<file path="config.mk">
export PLATFORM = sky130hd
export DESIGN_NAME = yrv_sram_ctrl
export DESIGN_NICKNAME = d
export VERILOG_FILES = /design/src/rtl/yrv_sram_pkg.sv /design/src/rtl/yrv_sram_ctrl.sv
export SDC_FILE = /design/constraint.sdc
export NUM_CORES = 1
export LEC_CHECK = 0
export BUFFER_PORTS_ARGS = -buffer_cell sky130_fd_sc_hd__buf_2
export CAP_MARGIN = 20
export CORE_MARGIN = 2
export CORE_UTILIZATION = 50
export CTS_CLUSTER_SIZE = 10
export DETAILED_ROUTE_END_ITERATION = 7
export PLACE_DENSITY_LB_ADDON = 0.08
export SETUP_SLACK_MARGIN = 0.05
export SYNTH_ARGS = -nofsm -noshare
export SYNTH_HDL_FRONTEND = slang
export SYNTH_SLANG_ARGS = --single-unit
</file>
<file path="constraint.sdc">
create_clock -name clk -period 4.1 [get_ports clk]
set_input_delay 0.82 -clock clk [delete_from_list [all_inputs] [get_ports clk]]
set_output_delay 0.82 -clock clk [all_outputs]
set_load 0.005 [all_outputs]
</file>
<file path="src/rtl/yrv_sram_pkg.sv">
// Shared types and constants for the YRV 16-bit asynchronous SRAM controller.
// Contents: FSM state enum, mem_trans encodings, halfword select values,
// the captured-transfer payload and a lane-strobe helper.
package yrv_sram_pkg;

    // Controller states
    typedef enum logic [1:0] {
        IDLE   = 2'd0,
        SETUP  = 2'd1,
        STROBE = 2'd2
    } state_e;

    // mem_trans encodings; 2'b11 is also a data transfer
    localparam logic [1:0] TRANS_IDLE  = 2'b00;
    localparam logic [1:0] TRANS_FETCH = 2'b01;
    localparam logic [1:0] TRANS_DATA  = 2'b10;

    // Halfword select: LO = bytes 1:0, HI = bytes 3:2
    localparam logic HALF_LO = 1'b0;
    localparam logic HALF_HI = 1'b1;

    // Address-phase attributes held for the whole data phase
    typedef struct packed {
        logic [3:0] ble;
        logic       write;
    } xfer_t;

    // Active-low {ub_n, lb_n} for the selected halfword
    function automatic logic [1:0] lanes_n(input logic [3:0] ble, input logic half);
        return (half == HALF_HI) ? ~ble[3:2] : ~ble[1:0];
    endfunction

endpackage

</file>
<file path="src/rtl/yrv_sram_ctrl.sv">
// YRV memory-bus slave driving a 16-bit asynchronous SRAM.
// Each 32-bit transfer becomes one or two halfword accesses (LO then HI),
// each a 1-cycle SETUP followed by a WAIT_CYC+1 cycle STROBE.
// Ports:
//   clk, resetb                 clock, async active-low reset
//   mem_trans/addr/ble/write    address phase (captured while mem_ready=1)
//   mem_wdata                   write data, stable through the data phase
//   mem_ready, mem_rdata        data-phase completion and read data
//   sram_addr                   halfword address
//   sram_dq_out/oe/in           data pad (dq_out is combinational)
//   sram_ce_n/oe_n/we_n/ub_n/lb_n  active-low SRAM strobes
module yrv_sram_ctrl
    import yrv_sram_pkg::*;
#(
    parameter int unsigned WAIT_CYC = 1,
    parameter int unsigned AW       = 18
) (
    input  logic          clk,
    input  logic          resetb,
    input  logic [1:0]    mem_trans,
    input  logic [31:0]   mem_addr,
    input  logic [3:0]    mem_ble,
    input  logic          mem_write,
    input  logic [31:0]   mem_wdata,
    output logic          mem_ready,
    output logic [31:0]   mem_rdata,
    output logic [AW-1:0] sram_addr,
    output logic [15:0]   sram_dq_out,
    output logic          sram_dq_oe,
    input  logic [15:0]   sram_dq_in,
    output logic          sram_ce_n,
    output logic          sram_oe_n,
    output logic          sram_we_n,
    output logic          sram_ub_n,
    output logic          sram_lb_n
);

    localparam int unsigned CW = (WAIT_CYC == 0) ? 1 : $clog2(WAIT_CYC + 1);

    state_e        state_q, state_d;
    logic          half_q, half_d;
    logic [CW-1:0] cnt_q, cnt_d;
    xfer_t         xfer_q, xfer_d;
    logic [AW-2:0] waddr_q, waddr_d;

    logic          ready_q, ready_d;
    logic [31:0]   rdata_q, rdata_d;
    logic [AW-1:0] addr_q, addr_d;
    logic          ce_n_q, ce_n_d;
    logic          oe_n_q, oe_n_d;
    logic          we_n_q, we_n_d;
    logic          ub_n_q, ub_n_d;
    logic          lb_n_q, lb_n_d;
    logic          dq_oe_q, dq_oe_d;

    // Byte-offset and aliased upper address bits are intentionally ignored
    logic unused_c;
    assign unused_c = ^{mem_addr[31:AW+1], mem_addr[1:0]};

    // State and registered outputs
    always_ff @(posedge clk or negedge resetb) begin
        if (!resetb) begin
            state_q <= IDLE;
            half_q  <= HALF_LO;
            cnt_q   <= '0;
            xfer_q  <= '0;
            waddr_q <= '0;
            ready_q <= 1'b1;
            rdata_q <= '0;
            addr_q  <= '0;
            ce_n_q  <= 1'b1;
            oe_n_q  <= 1'b1;
            we_n_q  <= 1'b1;
            ub_n_q  <= 1'b1;
            lb_n_q  <= 1'b1;
            dq_oe_q <= 1'b0;
        end else begin
            state_q <= state_d;
            half_q  <= half_d;
            cnt_q   <= cnt_d;
            xfer_q  <= xfer_d;
            waddr_q <= waddr_d;
            ready_q <= ready_d;
            rdata_q <= rdata_d;
            addr_q  <= addr_d;
            ce_n_q  <= ce_n_d;
            oe_n_q  <= oe_n_d;
            we_n_q  <= we_n_d;
            ub_n_q  <= ub_n_d;
            lb_n_q  <= lb_n_d;
            dq_oe_q <= dq_oe_d;
        end
    end

    // Next state, read-data capture, and outputs for the coming cycle
    always_comb begin
        state_d = state_q;
        half_d  = half_q;
        cnt_d   = cnt_q;
        xfer_d  = xfer_q;
        waddr_d = waddr_q;
        rdata_d = rdata_q;
        ready_d = 1'b1;
        addr_d  = addr_q;
        ce_n_d  = 1'b1;
        oe_n_d  = 1'b1;
        we_n_d  = 1'b1;
        ub_n_d  = 1'b1;
        lb_n_d  = 1'b1;
        dq_oe_d = 1'b0;

        case (state_q)
            IDLE: begin
                // mem_ready is high throughout IDLE, so any non-idle request is captured
                if (mem_trans != TRANS_IDLE) begin
                    xfer_d.ble   = mem_ble;
                    xfer_d.write = mem_write;
                    waddr_d      = mem_addr[AW:2];
                    if (mem_ble != 4'b0000) begin
                        state_d = SETUP;
                        half_d  = (mem_ble[1:0] != 2'b00) ? HALF_LO : HALF_HI;
                    end
                end
            end
            SETUP: begin
                state_d = STROBE;
                cnt_d   = CW'(WAIT_CYC);
            end
            STROBE: begin
                if (cnt_q != '0) begin
                    cnt_d = cnt_q - CW'(1);
                end else begin
                    if (!xfer_q.write) begin
                        if (half_q == HALF_LO) begin
                            if (xfer_q.ble[0]) rdata_d[7:0]  = sram_dq_in[7:0];
                            if (xfer_q.ble[1]) rdata_d[15:8] = sram_dq_in[15:8];
                        end else begin
                            if (xfer_q.ble[2]) rdata_d[23:16] = sram_dq_in[7:0];
                            if (xfer_q.ble[3]) rdata_d[31:24] = sram_dq_in[15:8];
                        end
                    end
                    if ((half_q == HALF_LO) && (xfer_q.ble[3:2] != 2'b00)) begin
                        state_d = SETUP;
                        half_d  = HALF_HI;
                    end else begin
                        state_d = IDLE;
                    end
                end
            end
            default: state_d = IDLE;
        endcase

        // Address and lanes change only on SETUP entry; held through STROBE
        if (state_d != IDLE) begin
            ready_d            = 1'b0;
            ce_n_d             = 1'b0;
            addr_d             = {waddr_d, half_d};
            {ub_n_d, lb_n_d}   = lanes_n(xfer_d.ble, half_d);
            dq_oe_d            = xfer_d.write;
            if (state_d == STROBE) begin
                oe_n_d = xfer_d.write;
                we_n_d = ~xfer_d.write;
            end
        end
    end

    assign mem_ready   = ready_q;
    assign mem_rdata   = rdata_q;
    assign sram_addr   = addr_q;
    assign sram_ce_n   = ce_n_q;
    assign sram_oe_n   = oe_n_q;
    assign sram_we_n   = we_n_q;
    assign sram_ub_n   = ub_n_q;
    assign sram_lb_n   = lb_n_q;
    assign sram_dq_oe  = dq_oe_q;

    // Write data follows the half being accessed
    assign sram_dq_out = (half_q == HALF_HI) ? mem_wdata[31:16] : mem_wdata[15:0];

endmodule
</file>
==> Yosys cells after proc, flatten, opt, wreduce, memory -nomap -nowiden <==
Index checks and enable logic that the tools add are counted.
{ "classes": {"n_addsub": 1, "n_eq_ne": 3, "n_mux": 27, "bitwise": 6, "n_reduce_logical": 12} }
{ "op_table": {"columns": ["op", "n"], "rows": [
  ["$mux W17", 2],
  ["$reduce_and A5 Y1", 4],
  ["$mux W16", 1],
  ["$mux W1", 15],
  ["$mux W5", 2],
  ["$reduce_bool A2 Y1", 5],
  ["$mux W2", 4],
  ["$pmux W2 S3", 1],
  ["$eq A2 B2 Y1 const B", 2],
  ["$not A1 Y1", 4],
  ["$not A2 Y2", 2],
  ["$pmux W1 S2", 2],
  ["$reduce_bool A4 Y1", 1],
  ["$eq A2 B1 Y1 const B", 1],
  ["$logic_not A2 Y1", 1],
  ["$logic_and A1 B1 Y1", 1],
  ["$sub A1 B1 Y1 const B", 1]
]} }
{ "totals": {"ff_bits": 82, "in_bits": 89, "output_inout_bits": 73} }

==> Logic depth before layout (Yosys ltp) <==
{ "depth": {"depth_word": 8, "ltp_mapped": 8, "ltp_nobuf": 7} }

==> Worst setup path before layout <==
No wires, ideal clock.
{ "synth_timing": {"path_type": "input to register", "start": "input port mem_ble[0]", "end": "register addr_q[0] (netlist: sram_addr[0])", "setup_ns": 0.125, "t_arrival_ns": 1.972, "t_required_ns": 3.975, "setup_slack_ns": 2.003, "path_stages": 6, "path_buffers": 1, "path_cell_list": "nor4_4 or2_1 a31oi_2 nor2_4 buf_6 mux2_4"} }
{ "synth_via": {"elab_chain_len": 5, "elab_cells_between_ends": 10} }
{ "synth_rtl": {"columns": ["element", "line", "source"], "rows": [
  ["from (decl)", "yrv_sram_ctrl.sv:22", "input logic [3:0] mem_ble,"],
  ["$reduce_bool A4 Y1", "yrv_sram_ctrl.sv:119", "if (mem_ble != 4'b0000) begin"],
  ["$mux W2", "yrv_sram_ctrl.sv:119", null],
  ["$mux W2", "yrv_sram_ctrl.sv:115", "if (mem_trans != TRANS_IDLE) begin"],
  ["$pmux W2 S3", "yrv_sram_ctrl.sv:112", "case (state_q)"],
  ["net state_d[0]", "yrv_sram_ctrl.sv:40", "state_e state_q, state_d;"],
  ["$reduce_bool A2 Y1", "yrv_sram_ctrl.sv:154", "if (state_d != IDLE) begin"],
  ["to (signal assigned)", "yrv_sram_ctrl.sv:85", "addr_q <= addr_d;"],
  ["to (decl)", "yrv_sram_ctrl.sv:48", "logic [AW-1:0] addr_q, addr_d;"]
]} }
The timed path passes the listed nets, and every way through them passes these cells.
A chain may end at the register's enable or synchronous reset.

==> Worst setup path in the final report <==
{ "layout_timing": {"start": "register half_q", "end": "output port sram_dq_out[13]"} }
{ "layout_via": {"elab_chain_len": 1} }
{ "layout_rtl": {"columns": ["element", "line", "source"], "rows": [
  ["from (decl)", "yrv_sram_ctrl.sv:41", "logic half_q, half_d;"],
  ["from (signal assigned)", "yrv_sram_ctrl.sv:79", "half_q <= half_d;"],
  ["$mux W16", "yrv_sram_ctrl.sv:178", "assign sram_dq_out = (half_q == HALF_HI) ? mem_wdata[31:16] : mem_wdata[15:0];"],
  ["to (decl)", "yrv_sram_ctrl.sv:28", "output logic [15:0] sram_dq_out,"]
]} }
Every way passes these cells.

==> flow_summary.json <==
{
  "yosys.area_share.simple": 0.03349,
  "grt_usage": 0.1905,
  "syn_nets": 312,
  "cts_tree": "done",
  "htreeDepth": 3,
  "setup_ws_ns": 1.585,
  "worst_ep_required_time_ns": 3.28,
  "status": "finished, final reports clean",
  "gp_congestion": 0.7442,
  "antenna_cells": 0,
  "coreArea_um2": 6756,
  "grt_max_degree": 83,
  "syn_to_final_growth_pct": 29.46,
  "synthCells": 219,
  "drive_gt1_frac": 0.6755,
  "path_class": "reg2out",
  "power_density_nw_per_um2": 781.1,
  "rsz0062_at_grt": "false",
  "design.portCount": 162,
  "finalPower_uw": 3513,
  "drt-total-wl_um": 7044,
  "overflow": 0,
  "grt_pass1_wl_um": 10940,
  "initial_core_util": 0.5143,
  "setup_tns_ns": 0,
  "worstSetupEndpointType": "primary output",
  "nets": 464,
  "setup_viol": 0,
  "rr_endpoint": "sram_addr[11]",
  "hold_path.class": "in2async",
  "route.detailed.drc": 0,
  "synth_seq_cells": 82,
  "yosysWarningCount": 0,
  "start_kind": "register",
  "worst_pin_slew_ns": 0.8119,
  "drv_slew": 0,
  "place_ws_ns": 1.339,
  "dieArea_um2": 7632,
  "wire_per_inst_um": 15.45,
  "slowest_stage": "dfrtp_1",
  "row_count": 30,
  "relSlewSlack": 0.4575,
  "period_needed_ns": 2.515,
  "synth_top_family_by_area": "multiplexers",
  "grt_pass1_vias": 2417,
  "period_share": 0.6135,
  "rrSetupSlack_ns": 1.64,
  "die_y_um": 87.36,
  "yosys-mux-area-fraction": 0.3108,
  "fill_cells": 546,
  "port_buffers": 146,
  "dieWidth_um": 87.36,
  "cts_inserted_buffers": 9,
  "cap_viol_max_count": 0,
  "yosysSeqAreaShare": 0.5924,
  "synth_cell_type_count": 30,
  "syn-cell-area_um2": 3475,
  "ant_nets": 0,
  "dp_hpwl_um": 5106,
  "synth_compound_area_frac": 0.02845,
  "final_cell_mix": "buf_2, dfrtp_1, mux2_2, mux2_4, clkbuf_8",
  "avgSynthCellArea_um2": 15.87,
  "vias": 2299,
  "path_max_fanout": 19,
  "path_clk_slew_ns": 0.09,
  "path_cells": "mux2_2 -> buf_2",
  "clock_skew_ns": 0.009036,
  "synth_fa_ha_area_frac": 0.01440,
  "clock.fmax_mhz": 397.6,
  "cts_root_buf": "clkbuf_8",
  "cts.sinks": 82,
  "synth-xor-area-share": 0,
  "layout_commonest_cell": "buf_2",
  "leakage_uw": 0.002195,
  "grt_antenna_before_repair": 0,
  "slowest_delay_ns": 0.81,
  "drt_iter0_markers": 64,
  "cts_setup_buffers": 0,
  "cts.repair.resized": 0,
  "drt-pass1-iter-count": 4,
  "vias_per_cell": 5.042,
  "arrival_ns": 1.70,
  "rr_startpoint": "half_q",
  "reg2regPathDepth": 5,
  "hold_viol_final": 0,
  "clock_latency_ns": 0.35,
  "vdd_drop_max_mv": 0.4141,
  "holdBufCountCts": 0,
  "clockBufferDepth": 2
}
==> cells in the mapped netlist <==
cell,n,area (µm²)
dfrtp_1,77,1927
mux2_2,64,720.7
mux2_4,16,240.2
mux2_1,7,78.83
nand2_1,7,26.28
dfstp_2,5,131.4
inv_1,5,18.77
ha_1,4,50.05
mux2i_1,4,40.04
buf_2,3,15.01
or2_1,3,18.77
buf_6,2,22.52
nor2_1,2,7.510
nor3b_1,2,15.01
o211ai_1,2,15.01
o21ai_0,2,10.01
a21o_1,1,7.510
a21oi_4,1,16.27
a31oi_2,1,12.51
and2b_1,1,7.510
and4_1,1,8.760
buf_1,1,3.750
buf_4,1,7.510
clkinv_1,1,3.750
nor2_4,1,11.26
nor4_4,1,21.27
o211ai_2,1,12.51
o21ai_2,1,8.760
o2bb2ai_1,1,8.760
o31ai_1,1,7.510
==> worst max-delay path: cells and delay by family, from the launching register on <==
family	cells	cell delay, ns
flip-flops	1	0.81
multiplexers	1	0.41
buffers and inverters	1	0.13
==> stage by stage <==
| step | instance area [µm²] | std cells | utilization | hold slack, ns |
|---|---|---|---|---|
| floorplan | 3475 | 219 | - | 0.4655 |
| global placement | 4267 | 439 | 0.6315 | 0.4728 |
| detailed placement | 4267 | 439 | 0.6315 | 0.4762 |
| CTS | 4471 | 455 | 0.6617 | 0.4941 |
| global route | 4498 | 456 | 0.6657 | 0.2509 |
| finish | 4498 | 456 | 0.6657 | 0.2719 |
==> area by class of cell <==
class | count | area [µm²] | area share
sequential | 82 | 2058 | 0.4576
multi-input combinational | 124 | 1345 | 0.2990
timing repair buffer | 148 | 768.2 | 0.1708
clock buffer | 11 | 141.4 | 0.03143
tap | 80 | 100.1 | 0.02225
clock inverter | 5 | 62.56 | 0.01391
inverter | 6 | 22.52 | 0.005007
==> layer usage <==
metal / GRT usage / vias up / part of all wire
met5: 0 / - / 0
met4: 0.09510 / 0 / 0.026
met3: 0.04929 / 14 / 0.077
met2: 0.3285 / 99 / 0.50
met1: 0.2182 / 1102 / 0.40
li1: - / 1084 / -
==> flip-flops by register name (all words and copies together), names as in the netlist, 2 cells and up <==
name,flops
sram_addr,18
waddr_q,17
xfer_q,5
mem_rdata,32
state_q,2
==> worst max-delay path by stage <==
stage	from	end	depth (start not counted)
2_1_floorplan	mem_ble[0]	sram_addr[0]	6
3_3_place_gp	mem_ble[0]	sram_addr[11]	6
3_5_place_dp	mem_ble[0]	sram_addr[12]	6
4_1_cts	half_q	sram_dq_out[13]	2
5_1_grt	half_q	sram_addr[12]	5
6_report	half_q	sram_dq_out[13]	2
==> cells by family after synthesis <==
group / Yosys count
mux: 91
fa+ha+maj: 4
flops: 82
buf+inv: 13
compound gates: 11
simple gates: 18
==> power by group <==
part           internal, µW  switching (µW)
registers              1230             204
logic                   891             595
clock network           301             290
total                  2420            1090
Note: power is estimated with default switching activity, not from simulation.
